## src/rtl/instruction_fetcher_pkg.sv

```systemverilog
// Shared word/instruction types and instruction-cache geometry for the fetch front end.
package instruction_fetcher_pkg;

  localparam int WORD_WIDTH = 32;

  // Range types for machine words and instruction encodings.
  typedef logic [WORD_WIDTH-1:0] word_t;
  typedef logic [31:0]           instruction_t;

  localparam word_t ZERO_WORD = '0;
  localparam logic  TRUE      = 1'b1;
  localparam logic  FALSE     = 1'b0;

  // Cache geometry for the default configuration: 32 one-word entries.
  localparam int ICACHE_INDEX_WIDTH_DEFAULT = 5;
  localparam int ICACHE_TAG_WIDTH_DEFAULT   = 30 - ICACHE_INDEX_WIDTH_DEFAULT;

  typedef logic [ICACHE_INDEX_WIDTH_DEFAULT-1:0] icache_index_t;
  typedef logic [ICACHE_TAG_WIDTH_DEFAULT-1:0]   icache_tag_t;

  function automatic word_t next_pc(word_t pc);
    return pc + 32'd4;
  endfunction

endpackage

```

## src/rtl/instruction_fetcher_if.sv

```systemverilog
// Fetch unit boundary: ROB redirect, dispatch stall, memory-controller refill and decoder issue.
interface instruction_fetcher_if;
  import instruction_fetcher_pkg::*;

  logic         stall_in;
  logic         rob_jump_in;
  word_t        rob_pc_in;
  logic         mc_req_out;
  word_t        mc_addr_out;
  logic         mc_ready_in;
  instruction_t mc_data_in;
  logic         dec_issue_signal_out;
  instruction_t dec_inst_out;
  word_t        dec_pc_out;

  modport master (
    input  stall_in, rob_jump_in, rob_pc_in, mc_ready_in, mc_data_in,
    output mc_req_out, mc_addr_out, dec_issue_signal_out, dec_inst_out, dec_pc_out
  );

  modport slave (
    output stall_in, rob_jump_in, rob_pc_in, mc_ready_in, mc_data_in,
    input  mc_req_out, mc_addr_out, dec_issue_signal_out, dec_inst_out, dec_pc_out
  );

endinterface

```

## src/rtl/instruction_fetcher_cache.sv

```systemverilog
// Direct-mapped one-word-per-line instruction cache: combinational lookup, synchronous fill.
module instruction_cache
  import instruction_fetcher_pkg::*;
#(
  parameter int INDEX_WIDTH = ICACHE_INDEX_WIDTH_DEFAULT
) (
  input  logic         clk,
  input  logic         rst,
  input  word_t        lookup_addr,
  output logic         hit,
  output instruction_t hit_data,
  input  logic         fill_en,
  input  word_t        fill_addr,
  input  instruction_t fill_data
);

  localparam int ENTRIES   = 1 << INDEX_WIDTH;
  localparam int TAG_WIDTH = 30 - INDEX_WIDTH;

  logic [ENTRIES-1:0]   valid;
  logic [TAG_WIDTH-1:0] tags [ENTRIES];
  instruction_t         data [ENTRIES];

  logic [INDEX_WIDTH-1:0] lookup_index, fill_index;
  logic [TAG_WIDTH-1:0]   lookup_tag, fill_tag;
  logic                   unused_offsets;

  assign lookup_index   = lookup_addr[INDEX_WIDTH+1:2];
  assign lookup_tag     = lookup_addr[31:INDEX_WIDTH+2];
  assign fill_index     = fill_addr[INDEX_WIDTH+1:2];
  assign fill_tag       = fill_addr[31:INDEX_WIDTH+2];
  assign unused_offsets = ^{lookup_addr[1:0], fill_addr[1:0]};

  always_ff @(posedge clk or negedge rst) begin
    if (!rst) begin
      valid <= '0;
    end else if (fill_en) begin
      valid[fill_index] <= TRUE;
    end
  end

  // NOTE: tag/data arrays are deliberately left unreset; valid bits alone gate their use.
  always_ff @(posedge clk) begin
    if (fill_en) begin
      tags[fill_index] <= fill_tag;
      data[fill_index] <= fill_data;
    end
  end

  assign hit      = valid[lookup_index] && (tags[lookup_index] == lookup_tag);
  assign hit_data = data[lookup_index];

endmodule

```

## src/rtl/instruction_fetcher.sv

```systemverilog
// Fetch PC, IDLE/MISS refill FSM and registered decoder-issue outputs around the instruction cache.
module instruction_fetcher
  import instruction_fetcher_pkg::*;
#(
  parameter int    ICACHE_INDEX_WIDTH = ICACHE_INDEX_WIDTH_DEFAULT,
  parameter word_t RESET_PC           = ZERO_WORD
) (
  input  logic                  clk,
  input  logic                  rst,
  instruction_fetcher_if.master bus
);

  typedef enum logic {FET_IDLE, FET_MISS} fet_state_t;

  fet_state_t   state;
  word_t        pc;
  word_t        miss_addr;
  logic         hit;
  instruction_t hit_data;
  logic         fill_en;

  // The fill is bound to miss_addr, so a redirect while waiting never corrupts it.
  assign fill_en = (state == FET_MISS) && bus.mc_ready_in;

  instruction_cache #(.INDEX_WIDTH(ICACHE_INDEX_WIDTH)) u_cache (
    .clk        (clk),
    .rst        (rst),
    .lookup_addr(pc),
    .hit        (hit),
    .hit_data   (hit_data),
    .fill_en    (fill_en),
    .fill_addr  (miss_addr),
    .fill_data  (bus.mc_data_in)
  );

  // NOTE: all state here is sequential, so every assignment is non-blocking.
  always_ff @(posedge clk or negedge rst) begin
    if (!rst) begin
      state                    <= FET_IDLE;
      pc                       <= RESET_PC;
      miss_addr                <= ZERO_WORD;
      bus.mc_req_out           <= FALSE;
      bus.mc_addr_out          <= ZERO_WORD;
      bus.dec_issue_signal_out <= FALSE;
      bus.dec_inst_out         <= ZERO_WORD;
      bus.dec_pc_out           <= ZERO_WORD;
    end else begin
      bus.dec_issue_signal_out <= FALSE;
      unique case (state)
        FET_IDLE: begin
          if (bus.rob_jump_in) begin
            pc <= bus.rob_pc_in;
          end else if (!bus.stall_in) begin
            if (hit) begin
              bus.dec_issue_signal_out <= TRUE;
              bus.dec_inst_out         <= hit_data;
              bus.dec_pc_out           <= pc;
              pc                       <= next_pc(pc);
            end else begin
              miss_addr       <= pc;
              bus.mc_req_out  <= TRUE;
              bus.mc_addr_out <= pc;
              state           <= FET_MISS;
            end
          end
        end
        FET_MISS: begin
          if (bus.rob_jump_in) begin
            pc <= bus.rob_pc_in;
          end
          if (bus.mc_ready_in) begin
            bus.mc_req_out <= FALSE;
            state          <= FET_IDLE;
          end
        end
      endcase
    end
  end

endmodule

```

## src/flat_wrapper.sv

```systemverilog
// flat-port wrapper written by rule: the top's interface ports become plain ports
module instruction_fetcher_flat import instruction_fetcher_pkg::*;
#(
  parameter int    ICACHE_INDEX_WIDTH = ICACHE_INDEX_WIDTH_DEFAULT,
  parameter word_t RESET_PC           = ZERO_WORD
)
  (clk, rst, bus_stall_in, bus_rob_jump_in, bus_rob_pc_in, bus_mc_ready_in, bus_mc_data_in, bus_mc_req_out, bus_mc_addr_out, bus_dec_issue_signal_out, bus_dec_inst_out, bus_dec_pc_out);
  instruction_fetcher_if bus_i ();
  input  logic clk;
  input  logic rst;
  input wire logic [$bits(bus_i.stall_in)-1:0] bus_stall_in;
  input wire logic [$bits(bus_i.rob_jump_in)-1:0] bus_rob_jump_in;
  input wire logic [$bits(bus_i.rob_pc_in)-1:0] bus_rob_pc_in;
  input wire logic [$bits(bus_i.mc_ready_in)-1:0] bus_mc_ready_in;
  input wire logic [$bits(bus_i.mc_data_in)-1:0] bus_mc_data_in;
  output wire logic [$bits(bus_i.mc_req_out)-1:0] bus_mc_req_out;
  output wire logic [$bits(bus_i.mc_addr_out)-1:0] bus_mc_addr_out;
  output wire logic [$bits(bus_i.dec_issue_signal_out)-1:0] bus_dec_issue_signal_out;
  output wire logic [$bits(bus_i.dec_inst_out)-1:0] bus_dec_inst_out;
  output wire logic [$bits(bus_i.dec_pc_out)-1:0] bus_dec_pc_out;
  assign bus_i.stall_in = bus_stall_in;
  assign bus_i.rob_jump_in = bus_rob_jump_in;
  assign bus_i.rob_pc_in = bus_rob_pc_in;
  assign bus_i.mc_ready_in = bus_mc_ready_in;
  assign bus_i.mc_data_in = bus_mc_data_in;
  assign bus_mc_req_out = bus_i.mc_req_out;
  assign bus_mc_addr_out = bus_i.mc_addr_out;
  assign bus_dec_issue_signal_out = bus_i.dec_issue_signal_out;
  assign bus_dec_inst_out = bus_i.dec_inst_out;
  assign bus_dec_pc_out = bus_i.dec_pc_out;
  instruction_fetcher #(.ICACHE_INDEX_WIDTH(ICACHE_INDEX_WIDTH), .RESET_PC(RESET_PC)) u_core (.clk(clk), .rst(rst), .bus(bus_i));
endmodule
```

## config.mk

```make
export PLATFORM = sky130hd
export DESIGN_NAME = instruction_fetcher_flat
export DESIGN_NICKNAME = d
export VERILOG_FILES = /design/src/rtl/instruction_fetcher_pkg.sv /design/src/rtl/instruction_fetcher_if.sv /design/src/rtl/instruction_fetcher_cache.sv /design/src/rtl/instruction_fetcher.sv /design/src/flat_wrapper.sv
export SDC_FILE = /design/constraint.sdc
export NUM_CORES = 2
export LEC_CHECK = 0
export BUFFER_PORTS_ARGS = -buffer_cell sky130_fd_sc_hd__buf_2
export CORE_ASPECT_RATIO = 0.5
export CORE_MARGIN = 4
export CORE_UTILIZATION = 54
export CTS_CLUSTER_DIAMETER = 40
export DETAILED_ROUTE_END_ITERATION = 8
export HOLD_SLACK_MARGIN = 0.05
export PLACE_DENSITY = 0.81
export RECOVER_POWER = 25
export SLEW_MARGIN = 15
export SYNTH_ARGS = -nofsm -noshare
export SYNTH_HDL_FRONTEND = slang
export SYNTH_HIERARCHICAL = 1
export SYNTH_SLANG_ARGS = --single-unit
export TNS_END_PERCENT = 30
```

## constraint.sdc

```tcl
create_clock -name clk -period 7.93 [get_ports clk]
set_input_delay 1.1895 -clock clk [delete_from_list [all_inputs] [get_ports clk]]
set_output_delay 1.1895 -clock clk [all_outputs]
set_load 0.005 [all_outputs]
```

==> run metrics <==
status=finished with violations; failing checks=max-capacitance violations, max-slew violations; area grow syn2layout=11.9%; H-Tree Depth=4; maximum number of pins on one net before global-route repair=106; crit path kind=reg2reg; register area share after synthesis=0.768; Die X=541 µm; worst path cell trace=buf_4, mux4_1, nor2_1, a221oi_1, nor2_1, nor4_1, xor2_1, nor4_1, nor4b_2, nor3b_2, nor2_1, o31a_2, a311oi_1; Hold Path Cell Cnt=1; routed len/inst=36.9 µm; Synth Flop Type=edfxtp_1; YS warnings=6; Initial Utilization=0.546; via-per-instance ratio=6.99; Min-Delay Path Class=reg2reg; setup bufs post-CTS=0; number of global-route vias before repair=40,504; layout cell share with drive strength beyond 1=0.301; setup TNS=0 ns; Peak Freq=158 MHz; hold slack=0.475 ns; Die H=274 µm; min cycle time layout=6.32 ns; Max Cap Viol=1; drt first pass iters=7; Worst Path Required=8.61 ns; count of input and output buffers=166; Final Max Tran Viols=59; clk slew on worst S/H paths=0.07 ns; final setup fails=0; CP startpoint kind=register; Cell Rows=97; CP max-delay cell=dfrtp_4; clk_lat worst skew=0.79 ns; initial antenna violation count=12; Worst-Margin Slew=4.68 ns; Synth area leaders=edfxtp_1 71%, mux4_2 14%, dfrtp_1 5.3%, mux2_2 1.6%, mux2i_1 1.4%; worst path arrival time=7.00 ns; #FFs+latches synth=1,987; asr flop ratio synth=0.0820; Post-CTS Hold Fix Bufs=0; 1st-iter DRT viols=6,993; Worst Skew=0.0477 ns; count of flip-flops with a built-in enable after synthesis=1,824; Post-Syn Instances=3,488; GRT overflow=0; # clock sinks=1,987; TritonCTS buffer count=171; RSZ-0062 raised after global routing=false; Final Wtd Congestion=0.826; fin crit share=0.797; post-DP HPWL=104,000 µm; via count=40,495; area leader, netlist=edfxtp_1; CTS root buffer=clkbuf_16; critical path endpoint category=register; post-synth top area share=0.715; CP peak stage delay=1.01 ns; ANT nets after route=0; # DRC=0; Pleak=27.9 nW; io pins=167; Reg2Reg Depth=13; Final Hold Viols=0; Top cell by count, worst path=nor2_1; final WL=214,000 µm; CORE AREA=140,000 µm²; clk buf depth=3; post-layout util=0.611; unique cell type count in the Yosys netlist=70; global-route wire length before repair=300,000 µm; Post-CTS Resized=0; final net count=3,831; CP Max Fanout=51; Worst VDD drop=0.201 mV; Syn Area/Cell=22.0 µm²; post-synth net total=3,558; Netlist Area Pre-Place=76,600 µm²; gr usage total=0.285; area of the die=148,000 µm²; Rel. slew slack=-2.12; CTS tree=yes; PD cells=272 nW/µm²
==> cells in the final DEF, fill, tap and decap left out, types with 7 or more instances in the layout <==
cell type / n
a21oi_1: 18
a221oi_1: 15
a22oi_1: 44
a31oi_1: 14
buf_12: 10
buf_2: 143
buf_4: 87
bufinv_16: 11
clkbuf_1: 71
clkbuf_16: 176
clkbuf_8: 21
clkinv_1: 19
clkinv_2: 33
clkinvlp_4: 7
dfrtp_1: 157
edfxtp_1: 1824
inv_1: 8
inv_6: 7
mux2_2: 109
mux2i_1: 104
mux4_1: 16
mux4_2: 469
nand2_1: 146
nand2b_1: 7
nand3_1: 36
nand4_1: 23
nor2_1: 47
nor2_4: 32
nor2b_1: 8
nor3_1: 11
nor4_1: 8
o21ai_0: 19
o22ai_1: 26
o311ai_0: 7
or2_2: 34
or4_1: 7
xnor2_1: 11
xor2_1: 15
==> cell usage after synthesis, types with 16 or more instances <==
library cell	number
a21oi_1	18
a22oi_1	44
buf_1	20
buf_2	72
clkbuf_1	58
dfrtp_1	163
edfxtp_1	1824
mux2_2	109
mux2i_1	104
mux4_1	16
mux4_2	469
nand2_1	146
nand3_1	36
nand4_1	23
nor2_1	80
o21ai_0	19
o22ai_1	26
or2_2	34
==> metrics by stage <==
stage	worst slack [ns]	cells	power [mW]	area (µm²)
after detailed placement	1.84	5468	14.9	80100
after floorplan	3.07	3488	13.9	76600
after global placement	1.99	5468	14.8	80100
final	1.61	5791	23.3	85700
after CTS	1.70	5784	23.3	85800
after global routing	1.35	5790	24.0	85700
==> cell families (layout without fill, tap and decap cells) <==
kind of cell	count (synthesis)	after routing	synth area share
adders and majority gates	1	1	0.000163
buffers and inverters	188	604	0.0127
DFF	1987	1987	0.768
other	0	6	0
AOI/OAI and AO/OA	190	190	0.0179
xor gates and xnor gates	26	26	0.00297
and+or+nand+nor	398	398	0.0255
muxes	698	698	0.173
==> power by group <==
| group | leakage, nW | internal [mW] | switching (mW) |
|---|---|---|---|
| Clock | 2.77 | 4.66 | 3.86 |
| Combinational | 6.63 | 0.978 | 1.45 |
| Sequential | 18.5 | 12.0 | 0.342 |
==> worst max-delay path, delay by kind of cell, from the launching register on <==
kind            cells  cell delay [ns]
simple gates        7             3.09
flops               1             1.01
compound gates      3             0.97
buf+inv             1             0.64
mux                 1             0.26
xor+xnor            1             0.22
==> sequential cells by signal (all words and copies together), names as in the netlist <==
register / flops
u_core/bus.dec_inst_out: 32
u_core/bus.dec_issue_signal_out: 1
u_core/bus.dec_pc_out: 32
u_core/bus.mc_req_out: 1
u_core/miss_addr: 32
u_core/pc: 32
u_core/state: 1
u_core/u_cache/data: 1024
u_core/u_cache/tags: 800
u_core/u_cache/valid: 32
==> final timing paths <==
path	startpoint	to	slack (ns)
min	u_core/u_cache/valid[29]	u_core/u_cache/valid[29]	0.48
min in group asynchronous	rst	u_core/bus.dec_inst_out[16]	2.06
max	u_core/pc[3]	u_core/pc[19]	1.61
min reg2reg	u_core/u_cache/valid[29]	u_core/u_cache/valid[29]	0.48
max reg2reg	u_core/pc[3]	u_core/pc[19]	1.61
max in group asynchronous	rst	u_core/bus.dec_inst_out[19]	3.20
==> final cells by class <==
cell class / count / area (µm²)
flip-flops and latches: 1987 / 58900
fillers: 8976 / 54700
multi-input cells: 1313 / 17100
clock buffers: 232 / 4820
well taps: 1881 / 2350
repair buffers: 277 / 1730
clock inverters: 84 / 818
inverters: 11 / 47.5
diodes: 6 / 15.0
==> routing by layer <==
layer / vias up / track usage / wire length [µm]
li1: 15164 / - / -
met1: 20998 / 0.388 / 72600
met2: 3688 / 0.448 / 102000
met3: 635 / 0.0675 / 29300
met4: 10 / 0.120 / 10200
met5: - / 0 / 59
No activity file was read; power rests on OpenSTA's default activity.
